File: config.mk
export PLATFORM = sky130hd
export DESIGN_NAME = mult4_seq_ctrl_flat
export DESIGN_NICKNAME = d
export VERILOG_FILES = /design/src/rtl/mult4_seq_ctrl_if.sv /design/src/rtl/mult4_seq_ctrl.sv /design/src/flat_wrapper.sv
export SDC_FILE = /design/constraint.sdc
export NUM_CORES = 1
export LEC_CHECK = 0
export ABC_AREA = 1
export CAP_MARGIN = 10
export CORE_ASPECT_RATIO = 1.25
export CORE_UTILIZATION = 43
export DETAILED_ROUTE_END_ITERATION = 7
export HOLD_SLACK_MARGIN = 0.08
export PLACE_DENSITY = 0.83
export RECOVER_POWER = 50
export SLEW_MARGIN = 30
export SYNTH_ARGS = -nofsm -noshare
export SYNTH_HDL_FRONTEND = slang
export SYNTH_SLANG_ARGS = --single-unit
File: constraint.sdc
create_clock -name Clock -period 1.5 [get_ports Clock]
set_clock_uncertainty 0.2 [all_clocks]
set_input_delay 0.3 -clock Clock [delete_from_list [all_inputs] [get_ports Clock]]
set_output_delay 0.3 -clock Clock [all_outputs]
set_load 0.01 [all_outputs]
File: src/rtl/mult4_seq_ctrl_if.sv
//------------------------------------------------------------------------------
// Module      : mult4_seq_ctrl_if
// Description : Start/operand request, shared-adder hookup and result bundle.
// Revision    : 1.0 - initial release
//------------------------------------------------------------------------------
`default_nettype none

interface mult4_seq_ctrl_if;
    logic       start;
    logic [3:0] a;
    logic [3:0] b;
    logic [3:0] adder_x;
    logic [3:0] adder_y;
    logic       adder_cin;
    logic [3:0] adder_s;
    logic       adder_cout;
    logic       busy;
    logic       done;
    logic [7:0] product;

    // Environment side: switch/key logic plus the external adder.
    modport master (
        output start, a, b, adder_s, adder_cout,
        input  adder_x, adder_y, adder_cin, busy, done, product
    );

    // Controller side.
    modport slave (
        input  start, a, b, adder_s, adder_cout,
        output adder_x, adder_y, adder_cin, busy, done, product
    );
endinterface

`default_nettype wire

File: src/rtl/mult4_seq_ctrl.sv
//------------------------------------------------------------------------------
// Module      : mult4_seq_ctrl
// Description : 4x4 unsigned shift-and-add multiplier sequencing one external
//               4-bit ripple adder over four steps.
// Revision    : 1.0 - initial release
//------------------------------------------------------------------------------
`default_nettype none

module mult4_seq_ctrl (
    input  wire logic         Clock,
    input  wire logic         Resetn,
    mult4_seq_ctrl_if.slave   bus
);

    typedef enum logic [1:0] {
        S_IDLE = 2'd0,
        S_RUN  = 2'd1,
        S_DONE = 2'd2
    } state_t;

    state_t     state_q, state_d;
    logic [3:0] acc_q, acc_d;
    logic [3:0] mq_q, mq_d;
    logic [3:0] mcand_q, mcand_d;
    logic [1:0] cnt_q, cnt_d;
    logic [7:0] product_q, product_d;
    logic [4:0] step_sum;

    assign bus.adder_x   = acc_q;
    assign bus.adder_y   = ((state_q == S_RUN) && mq_q[0]) ? mcand_q : 4'b0000;
    assign bus.adder_cin = 1'b0;
    assign bus.busy      = (state_q == S_RUN);
    assign bus.done      = (state_q == S_DONE);
    assign bus.product   = product_q;

    assign step_sum = {bus.adder_cout, bus.adder_s};

    always_comb begin
        state_d   = state_q;
        acc_d     = acc_q;
        mq_d      = mq_q;
        mcand_d   = mcand_q;
        cnt_d     = cnt_q;
        product_d = product_q;

        case (state_q)
            S_IDLE: begin
                if (bus.start) begin
                    mcand_d = bus.a;
                    mq_d    = bus.b;
                    acc_d   = 4'd0;
                    cnt_d   = 2'd0;
                    state_d = S_RUN;
                end
            end
            S_RUN: begin
                // Carry lands in acc[3] via the shift, so no ninth bit is needed.
                {acc_d, mq_d} = {step_sum, mq_q[3:1]};
                cnt_d         = cnt_q + 2'd1;
                if (cnt_q == 2'd3) begin
                    product_d = {step_sum, mq_q[3:1]};
                    state_d   = S_DONE;
                end
            end
            S_DONE: begin
                state_d = S_IDLE;
            end
            default: begin
                state_d = S_IDLE;
            end
        endcase
    end

    always_ff @(posedge Clock) begin
        if (!Resetn) begin
            state_q   <= S_IDLE;
            acc_q     <= 4'd0;
            mq_q      <= 4'd0;
            mcand_q   <= 4'd0;
            cnt_q     <= 2'd0;
            product_q <= 8'd0;
        end else begin
            state_q   <= state_d;
            acc_q     <= acc_d;
            mq_q      <= mq_d;
            mcand_q   <= mcand_d;
            cnt_q     <= cnt_d;
            product_q <= product_d;
        end
    end

endmodule

`default_nettype wire

File: src/flat_wrapper.sv
// flat-port wrapper written by rule: the top's interface ports become plain ports
module mult4_seq_ctrl_flat 
  (Clock, Resetn, bus_start, bus_a, bus_b, bus_adder_s, bus_adder_cout, bus_adder_x, bus_adder_y, bus_adder_cin, bus_busy, bus_done, bus_product);
  mult4_seq_ctrl_if bus_i ();
  input  wire logic Clock;
  input  wire logic Resetn;
  input wire logic [$bits(bus_i.start)-1:0] bus_start;
  input wire logic [$bits(bus_i.a)-1:0] bus_a;
  input wire logic [$bits(bus_i.b)-1:0] bus_b;
  input wire logic [$bits(bus_i.adder_s)-1:0] bus_adder_s;
  input wire logic [$bits(bus_i.adder_cout)-1:0] bus_adder_cout;
  output wire logic [$bits(bus_i.adder_x)-1:0] bus_adder_x;
  output wire logic [$bits(bus_i.adder_y)-1:0] bus_adder_y;
  output wire logic [$bits(bus_i.adder_cin)-1:0] bus_adder_cin;
  output wire logic [$bits(bus_i.busy)-1:0] bus_busy;
  output wire logic [$bits(bus_i.done)-1:0] bus_done;
  output wire logic [$bits(bus_i.product)-1:0] bus_product;
  assign bus_i.start = bus_start;
  assign bus_i.a = bus_a;
  assign bus_i.b = bus_b;
  assign bus_i.adder_s = bus_adder_s;
  assign bus_i.adder_cout = bus_adder_cout;
  assign bus_adder_x = bus_i.adder_x;
  assign bus_adder_y = bus_i.adder_y;
  assign bus_adder_cin = bus_i.adder_cin;
  assign bus_busy = bus_i.busy;
  assign bus_done = bus_i.done;
  assign bus_product = bus_i.product;
  mult4_seq_ctrl u_core (.Clock(Clock), .Resetn(Resetn), .bus(bus_i));
endmodule
==> key figures, run 1 <==
Status
  – Status: finished, violations left
  – Failing checks: negative setup slack

Placement
  – Port bufs: 33
  – Post-detail-place hpwl: about 1700 um
  – Post-DP Area: ~0.0014 sq mm
  – Gpl congestion: between 0.7 and 0.8

Routing
  – Residual DRC: 0
  – Vias: 977
  – Antenna viol nets, final: 0
  – Drt first pass iters: 4
  – Avg WL per Cell: 12.1 um
  – Final wirelength: 2380 um
  – Post-DR vias/cell: 4.96
  – Initial DRC count: 20

Logic synthesis
  – EDFF count, synth: 0
  – Largest family of logic cells by synthesized area: simple AND/OR/NAND/NOR gates
  – Syn. warnings: 0
  – Adder and majority cell fraction of the synthesized area: 1.23%
  – Library cells used by synthesis: 25
  – Simple-gate share of the synthesized area: ~31%
  – Area leader, netlist: dfxtp_1
  – Mapped cell area: 0.00101 sq mm
  – Async SR Flop Fraction: 0%
  – Share of the synthesized area in the top cell type: 47.3%
  – Synth Instances: 127
  – Compound-Gate Fraction of Synth Area: 10.2%
  – Seq/Total Area, Yosys: ~47%
  – Multiplexer share of the synthesized area: 0%
  – Avg Inst Size Synth: 7.99 sq um
  – Commonest cells post-synth: dfxtp_1, nand2_1, nand3_1, nor2_1, a21oi_1
  – Syn Nets: about 140
  – Ys flop type: dfxtp_1
  – Cell with the most instances after synthesis: dfxtp_1
  – Synth top area cells: dfxtp_1, nand3_1, nand2_1
  – XOR/XNOR Fraction of Synth Area: 0%
  – Flops & latches, synth: 24

Global routing
  – Initial antenna violation count: 0
  – GRT Residual Overflow: 0
  – Vias in the first global route: 936
  – First-pass GRT wire length: roughly 4000 um
  – Total track usage: about a fifth
  – Largest net degree at the start of global routing: 16

Critical path
  – Cell family with most CP delay: flip-flops
  – Slowest library cell on the worst path: dfxtp_2
  – CP Cell Sequence: inv_2, nand2_4, inv_4, nand2_4, nor2_1, buf_2
  – Count of buffer and inverter cells on the critical path: 3
  – Crit path kind: reg -> out
  – CP startpoint: u_core.state_q[1]
  – CP arrival: 1.11 ns
  – Reg2Reg Launch Point: u_core.state_q[1]
  – Startpoint Class: flop
  – CP most frequent cell: nand2_4
  – Slowest stage delay, CP: 0.35 ns
  – CP Data Required Time: 1.00 ns
  – CP endpoint kind: output pin
  – CP max FO: 4

Power
  – Total design power: 1.23 mW
  – Leak: around 0.67 nW
  – Pwr Density: around 880 mW/mm^2
  – Worst VDD drop: 0.691 mV

STA
  – Min Tclk post-route: roughly 1.6 ns
  – Final WS setup: -0.111 ns
  – RSZ-0062 raised after global routing: yes
  – Final setup fails: 6
  – Fmax achieved: 0.621 GHz
  – Slew Limit Fails: 0
  – Final Hold Vio Count: 0
  – Crit share post-route: 107%

Floorplan
  – Starting Density: 45.9%
  – DIE AREA: roughly 0.0026 sq mm
  – Die width: 45.5 um
  – FP Rows: 19
  – I/O Pins: 35
  – Core area: 0.00221 sq mm
  – Die Y: around 56 um

Layout
  – Area delta synth->final: 37.4%
  – Nets: 184
  – Ratio of cells with drive above 1 in the final layout: 19.9%
  – Final instance area: 0.00139 sq mm
  – # diodes: 0
  – Fill count: 211

Clock tree
  – CTS tree: done
  – H-tree levels: 1
  – CTS root buffer: clkbuf_4
  – Num Clock Sinks: 24
  – Clock transition at the registers of the reported paths: 0.13 ns
  – Number of CTS-inserted buffers: 3
  – Hold_buf cts: 0
  – Clk buf depth: 2
  – Clock latency on the worst-skew pair: a little over 0.3 ns

Min path
  – Worst hold start: u_core.mcand_q[1]
  – Worst hold path type: reg -> reg

Flow run
  – Max-cap violations: 0
==> placed cells by master, fill, tap and decap left out, drive strengths merged <==
master,synthesis,final
conb,1,1
nor3,3,3
o21ai,8,8
dlygate4sd2,0,12
nor2,14,14
clkbuf,0,4
clkinv,1,1
a21oi,12,12
or2,3,3
buf,6,14
nand2,23,23
ha,1,1
dfxtp,24,24
nand3b,3,3
nand3,17,17
inv,11,11
clkdlybuf4s50,0,15
==> kinds of logic (layout without fill, tap and decap cells) <==
family / after synthesis / after routing
AO/OA/AOI/OAI: 20 / 20
other: 1 / 1
adder cells (fa/ha/maj): 1 / 1
AND/OR/NAND/NOR: 63 / 63
flip-flops: 24 / 24
buffers and inverters: 18 / 57
==> path summary, 6_finish.rpt <==
check                           to  slack, ns  cells past startpoint
max                 bus_adder_y[0]      -0.11                      6
min              u_core.mcand_q[1]       0.26                      2
max reg2reg  u_core.bus.product[7]       0.10                      8
min reg2reg      u_core.mcand_q[1]       0.26                      2
==> worst reg2reg max path: cells and delay by family (launching register included) <==
family        cells  cell delay (ns)
buf+inv           3             0.35
flops             1             0.35
simple gates      5             0.45
==> registers in the layout, indices dropped and copies added (netlist names) <==
name                flops
u_core.mq_q             4
u_core.state_q          2
u_core.mcand_q          4
u_core.bus.product      8
u_core.bus.adder_x      4
u_core.cnt_q            2
==> repair_timing <==
action | 4_1_cts | 5_1_grt
setup buffers | 1 | 0
setup endpoints to repair | 18 | 10
pin swaps | 0 | 2
resized for setup | 42 | 2
==> area by class of cell <==
cell class,count,area [sq um],share of cell area [%]
sequential,24,484,34.7
timing repair buffer,41,355,25.5
multi-input combinational,85,430,30.9
inverter,12,48.8,3.50
tap,31,38.8,2.78
clock buffer,4,36.3,2.60
==> per-layer routing <==
layer	vias to the layer above	routed length, um	GRT usage [%]
met5	-	0	0
li1	486	-	-
met1	443	923	23.0
met2	44	1270	38.2
met4	0	29	9.09
met3	4	162	2.25
==> through the flow <==
stage / hold slack (ns) / instances / setup TNS, ns / util (%) / setup slack, ns
floorplan: 0.203 / 127 / 0 / - / 0.203
global placement: 0.237 / 193 / -1.30 / 62.9 / -0.162
detailed placement: 0.246 / 193 / -1.73 / 62.9 / -0.210
CTS: 0.264 / 198 / -0.488 / 63.7 / -0.117
global route: 0.301 / 197 / -0.842 / 63.0 / -0.177
finish: 0.261 / 197 / -0.482 / 63.0 / -0.111
==> power breakdown <==
part / leakage (nW) / switching [mW] / total [mW] / internal (mW)
clock: 0.0210 / 0.190 / 0.338 / 0.148
combinational: 0.453 / 0.0994 / 0.200 / 0.101
sequential: 0.198 / 0.0191 / 0.688 / 0.669
total: 0.671 / 0.308 / 1.23 / 0.918
No activity file was read; power rests on OpenSTA's default activity.
==> run 2: changes to the inputs <==
--- a/config.mk
+++ b/config.mk
@@ -11,7 +11,7 @@
 export CORE_UTILIZATION = 43
 export DETAILED_ROUTE_END_ITERATION = 7
 export HOLD_SLACK_MARGIN = 0.08
-export PLACE_DENSITY = 0.83
+export PLACE_DENSITY_LB_ADDON = 0.1
 export RECOVER_POWER = 50
 export SLEW_MARGIN = 30
 export SYNTH_ARGS = -nofsm -noshare
==> run 2 against run 1 <==
Effect of this change:
- the run still ends with negative setup slack left
- wire length shrank 7.7%
- worst hold slack better by 0.0038 ns
- clock power shrank 18%
- total power decreased by 5.6%
- first-iteration DRC count is 50% lower
- worst setup slack worse by 0.012 ns
- flip-flop and latch count unchanged
- register-to-register slack worse by 0.05 ns
- via count shrank 4.5%
- die area unchanged
- cell count shrank 1.0%
==> key figures, run 2 (synthesis results as in run 1) <==
Status
  – Status: finished, violations left
  – Failing checks: negative setup slack

Layout
  – Nets: 183
  – Final instance area: 0.00139 sq mm
  – Ratio of cells with drive above 1 in the final layout: about a fifth
  – Area delta synth->final: 36.9%
  – Max FFs per register: 8
  – # diodes: 0
  – Most common cell after layout, fill and taps aside: dfxtp_1
  – Most frequent cells in the layout: dfxtp_1, nand2_1, nand3_1
  – Fill count: between 200 and 250

Routing
  – Avg WL per Cell: 11.3 um
  – Final wirelength: ~2200 um
  – Antenna viol nets, final: 0
  – Drt first pass iters: 4
  – Initial DRC count: 10
  – Vias: between 900 and 1,000
  – Residual DRC: 0
  – Post-DR vias/cell: around 4.8

Floorplan
  – Core area: 0.00221 sq mm
  – Starting Density: 45.9%
  – Die width: ~45 um
  – Die Y: 56.3 um
  – I/O Pins: 35
  – FP Rows: 19
  – DIE AREA: 0.00256 sq mm

Critical path
  – CP Data Required Time: 1.00 ns
  – CP max FO: 4
  – Reg2Reg Launch Point: u_core.state_q[1]
  – CP startpoint: u_core.state_q[1]
  – Crit path kind: reg -> out
  – CP endpoint kind: output pin
  – CP arrival: around 1.1 ns
  – Startpoint Class: flop

STA
  – Crit share post-route: 108%
  – Slew Limit Fails: 0
  – Fmax achieved: 0.616 GHz
  – Final setup fails: 6
  – Final Hold Vio Count: 0
  – Min Tclk post-route: around 1.6 ns
  – RSZ-0062 raised after global routing: yes
  – Final WS setup: -0.123 ns

Flow run
  – Max-cap violations: 0

Min path
  – Worst hold path type: reg -> reg
  – Worst hold start: u_core.mcand_q[0]

Clock tree
  – Clock transition at the registers of the reported paths: 0.12 ns
  – CTS root buffer: clkbuf_4
  – Number of CTS-inserted buffers: 3
  – Clock latency on the worst-skew pair: between 0.3 and 0.4 ns
  – Num Clock Sinks: 24
  – H-tree levels: 1
  – Clk buf depth: 2
  – CTS tree: done

Placement
  – Port bufs: 33
  – Post-DP Area: 0.00139 sq mm
  – Post-Place Setup Slack: -0.217 ns
  – Gpl congestion: 0.764
  – Post-detail-place hpwl: 1600 um

Global routing
  – Vias in the first global route: about 900
  – Initial antenna violation count: 0
  – GRT Residual Overflow: 0
  – First-pass GRT wire length: 3600 um
  – Largest net degree at the start of global routing: 19
  – Total track usage: 18.9%

Power
  – Worst VDD drop: 0.650 mV
  – Leak: between 0.6 and 0.7 nW
  – Pwr Density: 834 mW/mm^2
-- run 2: final cells by class --
| type | instances | area, sq um | area share [%] |
|---|---|---|---|
| Clock buffer | 3 | 22.5 | 1.62 |
| Inverter | 12 | 48.8 | 3.51 |
| Multi-Input combinational cell | 85 | 434 | 31.3 |
| Sequential cell | 24 | 483 | 34.8 |
| Tap cell | 31 | 38.8 | 2.79 |
| Timing Repair Buffer | 40 | 362 | 26.0 |
-- run 2: power by group --
group | total, mW | internal (mW) | switching [mW]
Combinational | 0.194 | 0.0991 | 0.0951
Sequential | 0.687 | 0.669 | 0.0177
Clock | 0.277 | 0.0939 | 0.183
-- run 2: timing repair --
action | in CTS | in global routing
buffers inserted | 1 | 1
hold buffers | 0 | 0
setup endpoints to repair | 18 | 14
pin swaps | 2 | 3
resized for setup | 43 | 2
-- run 2: through the flow --
step	TNS [ns]	util (%)	hold WS, ns	std cells	power, mW
final	-0.516	62.8	0.265	195	1.16
after floorplan	0	-	0.203	127	0.812
after detailed placement	-1.85	62.8	0.252	191	0.898
after global routing	-1.09	62.8	0.293	195	1.22
after CTS	-0.611	63.2	0.271	195	1.18
after global placement	-1.63	62.8	0.236	191	0.892
-- run 2: path summary, 6_finish.rpt --
check / to / slack [ns] / cells after the start
min reg2reg: u_core.mcand_q[0] / 0.26 / 2
min: u_core.mcand_q[0] / 0.26 / 2
max reg2reg: u_core.bus.product[6] / 0.05 / 8
max: bus_adder_y[2] / -0.12 / 6
-- run 2: worst max-delay path, stage by stage (launching register included) --
cell     delay [ns]
dfxtp_2        0.34
inv_2          0.08
nand2_4        0.06
inv_4          0.06
nand2_4        0.05
nor2_1         0.09
buf_2          0.13
-- run 2: layer usage --
layer  up-vias  part of all wire [%]  wire [um]  track usage (%)
met5         -                     0          0                0
met4         0                   1.9         41             7.79
met3         4                   6.2        137             2.57
met2        29                    48       1060             32.2
met1       413                    44        961             22.7
li1        487                     -          -                -
==> run 3: changes to the inputs <==
--- a/config.mk
+++ b/config.mk
@@ -10,7 +10,7 @@
 export CORE_ASPECT_RATIO = 1.25
 export CORE_UTILIZATION = 43
 export DETAILED_ROUTE_END_ITERATION = 7
-export HOLD_SLACK_MARGIN = 0.08
+export HOLD_SLACK_MARGIN = 0.15
 export PLACE_DENSITY_LB_ADDON = 0.1
 export RECOVER_POWER = 50
 export SLEW_MARGIN = 30
==> results of run 3 <==
Final layout, timing and power as in run 2 (identical DEF).
